==> src/rtl/q_change_monitor_pkg.sv <==
// Shared types and default sizes for the Q-bus change monitor.
package q_mon_pkg;

    localparam int Q_W_DEF   = 3;
    localparam int TS_W_DEF  = 8;
    localparam int DEPTH_DEF = 8;

    typedef struct packed {
        logic [Q_W_DEF-1:0]  q;
        logic [TS_W_DEF-1:0] ts;
    } q_entry_t;

    typedef enum logic [1:0] {
        IDLE = 2'd0,
        BASE = 2'd1,
        RUN  = 2'd2
    } q_mon_state_t;

endpackage

==> src/rtl/q_change_monitor_sync_fifo_fwft.sv <==
// First-word-fall-through FIFO: the head entry is visible whenever valid=1.
// Output data reads as zero while empty so nothing uninitialised leaks out.
module sync_fifo_fwft #(
    parameter int  DEPTH   = 8,
    parameter type entry_t = q_mon_pkg::q_entry_t
) (
    input  logic                   clk,
    input  logic                   rstN,
    input  logic                   clr,
    input  logic                   push,
    input  logic                   pop,
    input  entry_t                 din,
    output entry_t                 dout,
    output logic                   valid,
    output logic                   full,
    output logic [$clog2(DEPTH):0] count
);

    localparam int AW = $clog2(DEPTH);
    localparam logic [AW:0] FULL_CNT = (AW+1)'(DEPTH);

    entry_t        mem [DEPTH];
    logic [AW-1:0] wr_ptr;
    logic [AW-1:0] rd_ptr;
    logic          do_push;
    logic          do_pop;

    assign valid   = (count != '0);
    assign full    = (count == FULL_CNT);
    assign do_pop  = pop && valid;
    // A full FIFO still takes a push when the head leaves on the same edge.
    assign do_push = push && (!full || do_pop);
    assign dout    = valid ? mem[rd_ptr] : '0;

    always_ff @(posedge clk or negedge rstN) begin
        if (!rstN) begin
            wr_ptr <= '0;
            rd_ptr <= '0;
            count  <= '0;
        end else if (clr) begin
            wr_ptr <= '0;
            rd_ptr <= '0;
            count  <= '0;
        end else begin
            if (do_push) wr_ptr <= wr_ptr + AW'(1);
            if (do_pop)  rd_ptr <= rd_ptr + AW'(1);
            case ({do_push, do_pop})
                2'b10:   count <= count + (AW+1)'(1);
                2'b01:   count <= count - (AW+1)'(1);
                default: count <= count;
            endcase
        end
    end

    always_ff @(posedge clk) begin
        if (do_push && !clr) mem[wr_ptr] <= din;
    end

endmodule

==> src/rtl/q_change_monitor.sv <==
// Watches the Q bus, logs a baseline plus every value change with a cycle
// timestamp, and buffers the log in a FWFT FIFO read over valid/ready.
module q_change_monitor
    import q_mon_pkg::*;
#(
    parameter int Q_W   = Q_W_DEF,
    parameter int TS_W  = TS_W_DEF,
    parameter int DEPTH = DEPTH_DEF
) (
    input  logic                   clk,
    input  logic                   rstN,
    input  logic                   arm,
    input  logic                   clr,
    input  logic [Q_W-1:0]         q,
    output logic                   out_valid,
    input  logic                   out_ready,
    output logic [Q_W-1:0]         out_q,
    output logic [TS_W-1:0]        out_ts,
    output logic [$clog2(DEPTH):0] count,
    output logic                   overflow,
    output logic [15:0]            changes,
    output q_mon_state_t           state
);

    // Handshake: an entry moves on an edge where out_valid && out_ready; the
    // head holds steady while out_valid=1 and out_ready=0.

    typedef struct packed {
        logic [Q_W-1:0]  q;
        logic [TS_W-1:0] ts;
    } entry_t;

    localparam logic [TS_W-1:0] TS_MAX = '1;

    q_mon_state_t    next_state;
    logic [Q_W-1:0]  q_r;
    logic [Q_W-1:0]  last_q;
    logic [TS_W-1:0] ts;
    logic            push;
    logic            pop;
    logic            changed;
    logic            fifo_full;
    entry_t          push_entry;
    entry_t          head;

    always_ff @(posedge clk or negedge rstN) begin
        if (!rstN) state <= IDLE;
        else       state <= next_state;
    end

    always_comb begin
        next_state = state;
        if (!arm) begin
            next_state = IDLE;
        end else begin
            case (state)
                IDLE:    next_state = BASE;
                BASE:    next_state = RUN;
                RUN:     next_state = RUN;
                default: next_state = IDLE;
            endcase
        end
    end

    always_comb begin
        push          = 1'b0;
        changed       = 1'b0;
        push_entry    = '0;
        if (arm) begin
            case (state)
                BASE: begin
                    push          = 1'b1;
                    push_entry.q  = q_r;
                    push_entry.ts = '0;
                end
                RUN: begin
                    if (q_r != last_q) begin
                        push          = 1'b1;
                        changed       = 1'b1;
                        push_entry.q  = q_r;
                        push_entry.ts = ts;
                    end
                end
                default: ;
            endcase
        end
    end

    assign pop = out_valid && out_ready;

    // last_q follows every logged value even when the entry is dropped or flushed.
    always_ff @(posedge clk or negedge rstN) begin
        if (!rstN) begin
            q_r      <= '0;
            last_q   <= '0;
            ts       <= '0;
            overflow <= 1'b0;
            changes  <= '0;
        end else begin
            q_r <= q;
            if (push) last_q <= q_r;
            if (clr) begin
                ts       <= '0;
                overflow <= 1'b0;
                changes  <= '0;
            end else begin
                if (arm && state == BASE)
                    ts <= TS_W'(1);
                else if (arm && state == RUN && ts != TS_MAX)
                    ts <= ts + TS_W'(1);
                if (push && fifo_full && !pop) overflow <= 1'b1;
                if (changed && changes != 16'hFFFF) changes <= changes + 16'd1;
            end
        end
    end

    sync_fifo_fwft #(
        .DEPTH   (DEPTH),
        .entry_t (entry_t)
    ) u_fifo (
        .clk   (clk),
        .rstN  (rstN),
        .clr   (clr),
        .push  (push && !clr),
        .pop   (pop && !clr),
        .din   (push_entry),
        .dout  (head),
        .valid (out_valid),
        .full  (fifo_full),
        .count (count)
    );

    assign out_q  = head.q;
    assign out_ts = head.ts;

endmodule

==> config.mk <==
export PLATFORM = sky130hd
export DESIGN_NAME = q_change_monitor
export DESIGN_NICKNAME = d
export VERILOG_FILES = /design/src/rtl/q_change_monitor_pkg.sv /design/src/rtl/q_change_monitor_sync_fifo_fwft.sv /design/src/rtl/q_change_monitor.sv
export SDC_FILE = /design/constraint.sdc
export NUM_CORES = 1
export LEC_CHECK = 0
export CORE_AREA = 2 2 75 149
export DETAILED_ROUTE_END_ITERATION = 12
export DIE_AREA = 0 0 77 151
export DONT_BUFFER_PORTS = 1
export PLACE_DENSITY = 0.76
export REMOVE_ABC_BUFFERS = 1
export SLEW_MARGIN = 5
export SYNTH_ARGS = -nofsm -noshare
export SYNTH_HDL_FRONTEND = slang
export SYNTH_SLANG_ARGS = --single-unit
==> constraint.sdc <==
create_clock -name clk -period 4.02 [get_ports clk]
set_input_delay 1.005 -clock clk [delete_from_list [all_inputs] [get_ports clk]]
set_output_delay 1.005 -clock clk [all_outputs]
set_load 0.02 [all_outputs]
After elaboration in Yosys (flattened, before gate mapping)
Memories as Yosys holds them, arrays and structs flattened.
Cells that the tools add are included.
- add/subtract/negate cells: 6
- $mul: 0
- divide/modulo/power cells: 0
- $lt $le $gt $ge: 0
- equal/unequal tests: 8
- shift-type cells: 0
- muxes and demuxes: 26
- bitwise gates (word level): 0
- reduce and logical (&&, ||, !) cells: 25
- operators with widths (operator ; count):
    $mux 11 ; 3
    $mux 16 ; 2
    $mux 8 ; 3
    $pmux 11 s2 ; 1
    $add 16x1->16 const B ; 1
    $ne 16x16->1 const B ; 1
    $logic_and 1x1->1 ; 12
    $mux 3 ; 4
    $add 8x1->8 const B ; 1
    $mux 1 ; 8
    $ne 8x8->1 const B ; 1
    $pmux 4 s2 ; 1
    $reduce_bool 2->1 ; 4
    $add 3x1->3 const B ; 2
    $reduce_bool 3->1 ; 2
    $add 4x1->4 const B ; 1
    $eq 2x1->1 const B ; 2
    $eq 2x2->1 const B ; 2
    $eq 4x4->1 const B ; 1
    $mux 4 ; 1
    $pmux 2 s2 ; 1
    $reduce_bool 4->1 ; 1
    $sub 4x1->4 const B ; 1
    $logic_not 1->1 ; 3
    6 further kinds ; 6
- register bits: 43
- latch bits: 0
- bits in writable memories: 88
- memory bits (read-only): 0
- bits of input ports: 8
- output and inout port bits: 35
- word-level logic and storage cells: 75
- memories kept: 1
- memory list (name ; words ; bits a word ; read ports ; clocked after memory_dff ; wr ports ; line ; text):
    u_fifo.mem ; 8 ; 11 ; 1 ; 0 ; 1 ; q_change_monitor_sync_fifo_fwft.sv:22 ; entry_t mem [DEPTH];

Logic depth before layout (Yosys ltp)
Gate-level depths: netlist of the first run.
- word-level depth: 9
- mapped depth: 12
- mapped depth without buffers: 12

Cells and area by module
A second synthesis of the first run with hierarchy kept.
- cells, all modules: 408
- area total of the unflattened synthesis: 5935.7 µm²
- by module, submodules not included (module ; times used ; cells each ; area an instance (µm²) ; seq. area each (µm²)):
    sync_fifo_fwft ; 1 ; 213 ; 4015.1 ; 2892.8
    q_change_monitor ; 1 ; 195 ; 1920.6 ; 825.8

Least setup slack after synthesis of the first run
No wires, ideal clock.
- path kind: input to register
- start: input arm
- end: memory u_fifo.mem[0][0] in the netlist's numbering, enable pin
- library setup time: 0.396 ns
- arrival: 2.744 ns
- required time: 3.624 ns
- slack: 0.880 ns
- cell stages on the path: 5
- path buffers: 0
- path through: o211a_1 -> o41a_2 -> and2_4 -> nor3b_2 -> nor3b_1
- word-level cells in the longest chain between the ends: 6
- RTL lines (element ; line ; text):
    start: declaration ; q_change_monitor.sv:12 ; input logic arm,
    $mux 1 ; q_change_monitor.sv:69 ; if (arm) begin
    $logic_and 1x1->1 ; q_change_monitor.sv:124 ; .push (push && !clr),
    $logic_and 1x1->1 ; q_change_monitor_sync_fifo_fwft.sv:32 ; assign do_push = push && (!full || do_pop);
    $logic_and 1x1->1 ; q_change_monitor_sync_fifo_fwft.sv:56 ; if (do_push && !clr) mem[wr_ptr] <= din;
    $mux 1 ; q_change_monitor_sync_fifo_fwft.sv:56 ;
    $mux 1 (implied by the code) ; q_change_monitor_sync_fifo_fwft.sv:56 ;
    end: declaration ; q_change_monitor_sync_fifo_fwft.sv:22 ;
Every way passes these cells.

Worst setup path in the final report of the first run
- start: register u_fifo.rd_ptr[1]
- end: output out_ts[7]
- word-level cells in the longest chain between the ends: 2
- RTL lines (element ; line ; text):
    start: declaration ; q_change_monitor_sync_fifo_fwft.sv:24 ; logic [AW-1:0] rd_ptr;
    start signal: assignment ; q_change_monitor_sync_fifo_fwft.sv:46 ; if (do_pop) rd_ptr <= rd_ptr + AW'(1);
    $mem_v2 8x11 ; n/a ;
    $mux 11 ; q_change_monitor_sync_fifo_fwft.sv:33 ; assign dout = valid ? mem[rd_ptr] : '0;
    end: declaration ; q_change_monitor.sv:18 ; output logic [TS_W-1:0] out_ts,
Every way passes these cells.

==> flow_metrics.py, run 1 <==
metrics = {
    "place": {
        "gp_congestion": 0.785,
        "hpwl_um": 7580,
        "place.port_buffers": 0,
        "placed_area_um2": 5960,
    },
    "pwr": {
        "p_leak_uw": 0.00237,
        "power_density_nw_per_um2": 552,
        "swShare": 0.254,
        "power.net_switching_uw": 923,
        "clkPwrFrac": 0.437,
        "vdd_drop_max_mv": 0.350,
        "p_seq_frac": 0.425,
        "p_comb_frac": 0.138,
        "intPower_uw": 2710,
    },
    "grt": {
        "grt_usage": 0.206,
        "grt-ovfl-total": 0,
        "top_usage_layer": "met2",
        "grt_pass1_wl_um": 17800,
        "use_met2": 0.401,
        "groute.layer.met3.usage": 0.0620,
        "grt_pass1_vias": 3513,
        "grtUsageMet1": 0.205,
        "antenna_found_initial": 0,
        "grt_max_degree": 44,
    },
    "clock_tree": {
        "htree_levels": 4,
        "cts_setup_buffers": 0,
        "cts.reportedPaths.clkPinSlew_ps": 50,
        "cts_max_path_buffers": 2,
        "clk_latency_ps": 410,
        "cts_sinks": 131,
        "numCtsBuffers": 17,
        "post_cts_resized": 0,
        "cts_root_buf": "clkbuf_16",
        "cts_tree": "yes",
        "postCtsHoldBufs": 0,
    },
    "synthesis": {
        "synth-async-reset-ratio": 0.328,
        "synth_edf_count": 88,
        "synth.cell_area_um2": 5790,
        "ys.warnings.count": 0,
        "syn_inst": 379,
        "ys_types": 56,
        "syn_avg_cell_area_um2": 15.3,
        "synth_seq_cells": 131,
        "yosysSeqAreaShare": 0.642,
        "ys.flop_type": "edfxtp_1",
    },
    "timing": {
        "worst_pin_slew_ps": 1010,
        "finalCriticalPeriod_ps": 3250,
        "skew_ps": 3.85,
        "min_period_over_period": 0.808,
        "rsz0062_at_grt": "no",
        "finalHoldViolCount": 0,
        "fmax_mhz": 308,
        "report.final.slew_viol_count": 0,
        "setup_violations": 0,
        "tns_ps": 0,
        "slew_headroom": 0.327,
    },
    "setup_path": {
        "cp-end-kind": "output port",
        "cp.required_ps": 3010,
        "crit_arrival_ps": 2240,
        "crit_type": "reg2out",
        "cp-start-kind": "register",
        "slowest_stage": "dfrtp_1",
        "crit_path_cell_trace": "mux4_2 > mux2i_1 > nor2_1",
        "cp_slowest_stage_delay_ps": 990,
        "crit_fanout": 23,
    },
    "finish": {
        "n_antenna_cell": 0,
        "nFillCells": 816,
        "ff_latch_area_um2": 3720,
        "drive_gt1_frac": 0.207,
        "syn2layout_area_growth_pct": 13.6,
        "design_area_um2": 6580,
        "multi_input_area_um2": 1990,
        "nets": 411,
    },
    "routing": {
        "firstDrtPassIters": 4,
        "avgRoutedWirePerCell_um": 20.1,
        "drt_iter0_markers": 210,
        "num_vias": 3152,
        "drc": 0,
        "ant_nets": 0,
        "vias_per_cell": 5.80,
        "drt_wl_total_um": 10900,
    },
    "floorplanning": {
        "row_count": 53,
        "start_util": 0.553,
        "dieArea_um2": 11600,
        "die_w_um": 77,
        "io-pin-count": 43,
        "die_h_um": 151,
        "core_um2": 10500,
    },
    "hold_path": {
        "holdCritPathClass": "in2async",
    },
    "flow_run": {
        "max-cap-violations": 0,
    },
    "run_status": {
        "outcome": "completed",
    },
}
[sequential cells by signal, indices dropped and copies added, names as in the netlist]
signal         cells
q_r                3
u_fifo.count       4
u_fifo.rd_ptr      3
u_fifo.mem        88
last_q             3
ts                 8
overflow           1
changes           16
state              2
u_fifo.wr_ptr      3
[cell families (layout without fill, tap and decap cells)]
logic type,after synthesis,in the layout,synth area share
simple gates,118,118,0.111
flops,131,131,0.642
fa+ha+maj,10,10,0.0229
buf+inv,18,45,0.0134
mux,45,45,0.129
compound gates,37,37,0.0491
xor+xnor,20,20,0.0328
[cells in the final DEF (no fill, tap or decap), types with 11 or more instances in the layout]
master	count
xor2_1	11
edfxtp_1	88
mux2i_1	17
and2_1	13
clkbuf_16	17
nor2_1	40
dfrtp_1	43
mux4_2	22
nand2_1	13
o21ai_0	11
[worst paths after layout]
path,to,slack (ps),cells past startpoint,start
setup / recovery,out_ts[7],770,3,u_fifo.rd_ptr[1]
min in group clk,last_q[2],550,1,last_q[2]
setup reg to reg,u_fifo.count[3],870,11,state[1]
hold reg to reg,last_q[2],550,1,last_q[2]
max in group asynchronous,ts[5],3630,0,rstN
hold / removal,u_fifo.count[1],290,0,rstN
[metal layers]
| metal | up-vias | wire [µm] |
|---|---|---|
| met5 | - | 0 |
| met4 | 0 | 109 |
| met3 | 8 | 433 |
| met2 | 71 | 6470 |
| met1 | 1608 | 3890 |
| li1 | 1465 | - |
[cells in the mapped netlist, types with 2 or more instances]
master,n,area [µm²]
edfxtp_1,88,2640
dfrtp_1,43,1080
nor2_1,40,150
mux4_2,22,495
mux2i_1,17,170
and2_1,13,81.3
nand2_1,13,48.8
o21ai_0,11,55.1
xor2_1,11,96.3
a21oi_1,10,50.1
clkbuf_1,9,33.8
ha_1,9,113
nand3_1,7,35.0
xnor2_1,7,61.3
and3_1,6,37.5
or3_1,6,37.5
mux2_2,5,56.3
nor2b_1,5,31.3
inv_1,4,15.0
nor3_1,4,20.0
nor3b_1,4,30.0
a31oi_1,2,12.5
and3b_1,2,17.5
and4_1,2,17.5
buf_2,2,10.0
nand3b_1,2,15.0
nand4_1,2,12.5
o211ai_1,2,15.0
or3_2,2,15.0
or4_1,2,15.0
xor2_2,2,32.5
[worst max-delay path, delay by kind of cell (launching register included)]
family        cells  cell delay, ps
simple gates      1             380
flops             1             990
mux               2             450
[cell type report]
class / count / share of cell area
sequential: 131 / 0.565
multi-input combinational: 230 / 0.303
clock buffer: 18 / 0.0652
clock inverter: 14 / 0.0285
tap: 137 / 0.0261
timing repair buffer: 8 / 0.00913
inverter: 5 / 0.00285
[power groups by stage]
stage	clock network [µW]	registers [µW]	logic (µW)
after CTS	1600	1540	512
after floorplan	0	1590	376
after detailed placement	0	1570	509
after global routing	1660	1550	545
final	1590	1540	499
after global placement	0	1570	497
[through the flow]
step	utilization	setup slack (ps)	power (µW)	instances	hold WS [ps]
6_report	0.628	774	3630	543	290
5_1_grt	0.628	458	3750	543	268
4_1_cts	0.628	707	3660	543	276
3_5_place_dp	0.569	907	2080	511	546
3_3_place_gp	0.569	968	2060	511	529
2_1_floorplan	-	880	1960	366	501
Note: power is estimated with default switching activity, not from simulation.
==> inputs of run 2 (changes only) <==
- PLACE_DENSITY: 0.76 -> 0.79
- clock period: 4.02 -> 2.9 ns (I/O delays scaled with it)
==> flow_metrics.py, run 2 (synthesis gave the netlist of run 1 again) <==
metrics = {
    "run_status": {
        "outcome": "completed",
    },
    "finish": {
        "drive_gt1_frac": 0.236,
        "final_common_cell": "edfxtp_1",
        "largestRegisters": "u_fifo.mem: 88 flops, changes: 16 flops, ts: 8 flops",
        "syn2layout_area_growth_pct": 15.3,
        "n_antenna_cell": 0,
        "layout_common_cells": "edfxtp_1 (88), dfrtp_1 (43), nor2_1 (39)",
        "nets": 426,
        "nFillCells": 800,
        "largest_reg_flops": 88,
        "top_register": "u_fifo.mem",
    },
    "routing": {
        "vias_per_cell": 5.86,
        "ant_nets": 0,
        "drt_wl_total_um": 11100,
        "drc": 0,
        "drt_iter0_markers": 277,
        "num_vias": 3265,
        "avgRoutedWirePerCell_um": 19.9,
        "firstDrtPassIters": 4,
    },
    "flow_run": {
        "max-cap-violations": 0,
    },
    "hold_path": {
        "holdCritPathClass": "in2async",
    },
    "clock_tree": {
        "cts_setup_buffers": 0,
        "cts_root_buf": "clkbuf_16",
        "cts.reportedPaths.clkPinSlew_ps": 60,
        "cts_tree": "yes",
        "clk_latency_ps": 410,
        "cts_max_path_buffers": 2,
        "numCtsBuffers": 17,
        "htree_levels": 4,
        "cts_sinks": 131,
    },
    "setup_path": {
        "crit_type": "reg2reg",
        "crit_arrival_ps": 3010,
        "cp.required_ps": 3230,
        "cp-start-kind": "register",
        "cp_slowest_stage_delay_ps": 440,
        "cp.buffers_inverters": 1,
        "crit_path_cell_trace": "inv_1 > ha_1 > o41ai_2 > nand2_1 > nor2_2 > ha_1 > a21o_1 > a21oi_2 > nor4b_1 > o21ai_0 > a31oi_1",
        "cp-end-kind": "register",
        "slowest_stage": "o41ai_2",
        "crit_top_cell": "ha_1",
        "critical_path.top_delay_family": "compound AO/OA/AOI/OAI gates",
        "crit_fanout": 5,
        "r2r_setup_slack_ps": 220,
    },
    "pwr": {
        "p_leak_uw": 0.00242,
        "vdd_drop_max_mv": 0.450,
        "power_density_nw_per_um2": 735,
        "p_total_uw": 4910,
    },
    "grt": {
        "grt_pass1_vias": 3503,
        "grt_max_degree": 44,
        "grt_usage": 0.212,
        "grt_pass1_wl_um": 18200,
        "grt-ovfl-total": 0,
        "antenna_found_initial": 0,
    },
    "floorplanning": {
        "die_h_um": 151,
        "die_w_um": 77,
        "start_util": 0.553,
        "row_count": 53,
        "dieArea_um2": 11600,
        "core_um2": 10500,
        "io-pin-count": 43,
    },
    "timing": {
        "slew_headroom": 0.639,
        "tns_ps": 0,
        "finalCriticalPeriod_ps": 2680,
        "report.final.slew_viol_count": 0,
        "skew_ps": 6.34,
        "rsz0062_at_grt": "no",
        "hold_slack_ps": 156,
        "worst_pin_slew_ps": 539,
        "min_period_over_period": 0.926,
        "fmax_mhz": 373,
        "fin_ws_ps": 216,
        "finalHoldViolCount": 0,
        "setup_violations": 0,
    },
    "place": {
        "dp_slack_ps": 101,
        "gp_congestion": 0.807,
        "place.port_buffers": 0,
        "hpwl_um": 7340,
    },
}
run 2: changes by cell type in the layout (fill, tap and decap cells not counted), sizes merged:
cell / previous run / this run
buf: 8 / 23
bufinv: 4 / 2
clkbuf: 18 / 17
clkinv: 7 / 8
clkinvlp: 3 / 4
run 2: worst register-to-register path, cell delays in order (launching register included):
cell     delay, ps
dfrtp_1        380
inv_1           70
ha_1           240
o41ai_2        440
nand2_1        110
nor2_2         170
ha_1           260
a21o_1         190
a21oi_2        230
nor4b_1        250
o21ai_0        100
a31oi_1        170
run 2: power by group:
group | internal (µW) | leakage (µW) | switching (µW)
Combinational | 316 | 0.000789 | 481
Sequential | 2050 | 0.00137 | 48.5
Clock | 1250 | 0.000263 | 761
Total | 3620 | 0.00242 | 1290
run 2: what timing repair did:
item / 4_1_cts / 5_1_grt
setup endpoints to repair: 0 / 1
hold endpoints to repair: 43 / 0
resized for setup: 0 / 2
hold buffers: 1 / 0
run 2: layout make-up:
cell class                 count  area (µm²)  area share
clock buffer                  17         425      0.0637
clock inverter                14         141      0.0212
inverter                       5        18.8     0.00281
multi-input combinational    230        2000       0.300
sequential                   131        3720       0.557
tap                          137         171      0.0257
timing repair buffer          23         198      0.0296
run 2: through the flow:
stage               std cells  instance area (µm²)   util
floorplan                 366                 5730      -
global placement          525                 6080  0.580
detailed placement        525                 6080  0.580
CTS                       557                 6670  0.636
global route              557                 6670  0.637
finish                    557                 6670  0.637
run 2: final timing paths:
path                           start              end  depth (start not counted)
setup / recovery            state[1]  u_fifo.count[3]                         11
max in group asynchronous       rstN      changes[15]                          1
hold / removal                  rstN         overflow                          1
hold reg to reg            last_q[0]        last_q[0]                          1
min in group clk                q[1]           q_r[1]                          0
setup reg to reg            state[1]  u_fifo.count[3]                         11
run 2: routing by layer:
metal,global-route usage,up-vias,routed length [µm]
met5,0,-,0
met4,0.0821,0,216
met3,0.0608,16,513
met1,0.218,1658,3970
li1,-,1496,-
met2,0.402,95,6390
==> inputs of run 3 (changes only) <==
- RECOVER_POWER: default -> 50
==> flow_metrics.py, run 3 (synthesis gave the netlist of run 1 again) <==
metrics = {
    "routing": {
        "ant_nets": 0,
        "num_vias": 3259,
        "drc": 0,
        "drt_iter0_markers": 269,
        "vias_per_cell": 5.85,
        "drt_wl_total_um": 11100,
        "firstDrtPassIters": 4,
        "avgRoutedWirePerCell_um": 20.0,
    },
    "finish": {
        "n_antenna_cell": 0,
        "drive_gt1_frac": 0.210,
        "design_area_um2": 6620,
        "nFillCells": 807,
        "fin_cells": 557,
        "top_register": "u_fifo.mem",
        "final_common_cell": "edfxtp_1",
        "largest_reg_flops": 88,
        "layout_common_cells": "edfxtp_1 (88), dfrtp_1 (43), nor2_1 (39)",
        "syn2layout_area_growth_pct": 14.3,
        "nets": 426,
        "largestRegisters": "u_fifo.mem: 88 flops, changes: 16 flops, ts: 8 flops",
    },
    "clock_tree": {
        "cts.reportedPaths.clkPinSlew_ps": 60,
        "clk_latency_ps": 410,
        "cts_root_buf": "clkbuf_16",
        "cts_max_path_buffers": 2,
        "cts_sinks": 131,
        "numCtsBuffers": 17,
        "htree_levels": 4,
        "cts_tree": "yes",
    },
    "setup_path": {
        "reg2reg_depth": 11,
        "crit_type": "reg2reg",
        "cp.required_ps": 3230,
        "cp-end-kind": "register",
        "crit_arrival_ps": 3010,
        "r2r-end": "u_fifo.count[3]",
        "cp-start-kind": "register",
        "r2r_setup_slack_ps": 220,
        "r2r_start": "state[1]",
        "crit_start": "state[1]",
        "crit_fanout": 5,
    },
    "grt": {
        "grt_pass1_vias": 3503,
        "grt_max_degree": 44,
        "grt-ovfl-total": 0,
        "grt_pass1_wl_um": 18200,
        "antenna_found_initial": 0,
        "grt_usage": 0.212,
    },
    "hold_path": {
        "min_to": "q_r[1]",
        "holdPathStages": 0,
        "worstHoldStart": "q[1]",
        "holdCritPathClass": "in2reg",
    },
    "timing": {
        "hold_slack_ps": 341,
        "rsz0062_at_grt": "no",
        "min_period_over_period": 0.925,
        "report.final.slew_viol_count": 44,
        "fmax_mhz": 373,
        "finalHoldViolCount": 0,
        "worst_pin_slew_ps": 2260,
        "finalCriticalPeriod_ps": 2680,
        "skew_ps": 5.70,
        "slew_headroom": -0.509,
        "setup_violations": 0,
    },
    "pwr": {
        "power.net_switching_uw": 1290,
        "p_leak_uw": 0.00237,
        "p_seq_frac": 0.430,
        "p_total_uw": 4880,
        "vdd_drop_max_mv": 0.448,
        "clkPwrFrac": 0.412,
        "power_density_nw_per_um2": 737,
        "p_comb_frac": 0.158,
        "intPower_uw": 3590,
        "swShare": 0.264,
    },
    "run_status": {
        "outcome": "complete, but fails checks",
        "violations": "max-capacitance violations, max-slew violations",
    },
    "floorplanning": {
        "die_w_um": 77,
        "io-pin-count": 43,
        "start_util": 0.553,
        "core_um2": 10500,
        "row_count": 53,
        "die_h_um": 151,
        "dieArea_um2": 11600,
    },
    "flow_run": {
        "max-cap-violations": 1,
    },
    "place": {
        "hpwl_um": 7340,
        "gp_congestion": 0.807,
        "placed_area_um2": 6080,
        "place.port_buffers": 0,
        "place_inst": 525,
    },
}
-- run 3: cell types whose count changed in the layout (fill, tap and decap cells not counted), sizes merged --
cell and delta:
buf -9, clkbuf +9
-- run 3: area by class of cell --
type	instances	area [µm²]	area share
flip-flops and latches	131	3720	0.562
multi-input cells	230	1990	0.301
clock buffers	17	425	0.0643
well taps	137	171	0.0259
repair buffers	23	151	0.0229
clock inverters	14	141	0.0214
inverters	5	18.8	0.00284
-- run 3: repair_timing --
action                                 CTS  global route
setup endpoints to repair                0             1
hold buffers                             1             0
setup buffers                            0             0
endpoints found under the hold margin   43             0
gates resized for setup                  0             2
-- run 3: per-stage QoR --
step / utilization / setup slack (ps) / setup TNS, ps
after floorplan: - / -234 / -1340
after global placement: 0.580 / 195 / 0
after detailed placement: 0.580 / 101 / 0
after CTS: 0.636 / 66.1 / 0
after global routing: 0.632 / 18.7 / 0
final: 0.632 / 218 / 0
-- run 3: power by group through the flow --
stage	sequential, µW	clock [µW]	combinational, µW
CTS	2100	2040	815
global route	2100	2120	843
floorplan	2200	0	521
finish	2100	2010	771
global placement	2130	0	777
detailed placement	2130	0	793
-- run 3: worst max-delay path by stage --
stage / depth (start not counted) / slack (ps) / to
2_1_floorplan: 11 / -230 / u_fifo.count[3]
3_3_place_gp: 11 / 190 / u_fifo.count[3]
3_5_place_dp: 11 / 100 / u_fifo.count[3]
4_1_cts: 11 / 70 / u_fifo.count[3]
5_1_grt: 11 / 20 / u_fifo.count[3]
6_report: 11 / 220 / u_fifo.count[3]
-- run 3: layer usage --
layer,vias to the layer above,GRT usage,routed length [µm]
met3,19,0.0608,492
li1,1498,-,-
met5,-,0,0
met1,1650,0.218,4000
met2,92,0.402,6410
met4,0,0.0821,243
-- run 3: critical path: stages (launching register included) --
cell and delay (ps):
dfrtp_1 380, inv_1 70, ha_1 240, o41ai_2 440
nand2_1 110, nor2_2 170, ha_1 260, a21o_1 190
a21oi_2 230, nor4b_1 240, o21ai_0 100, a31oi_1 170
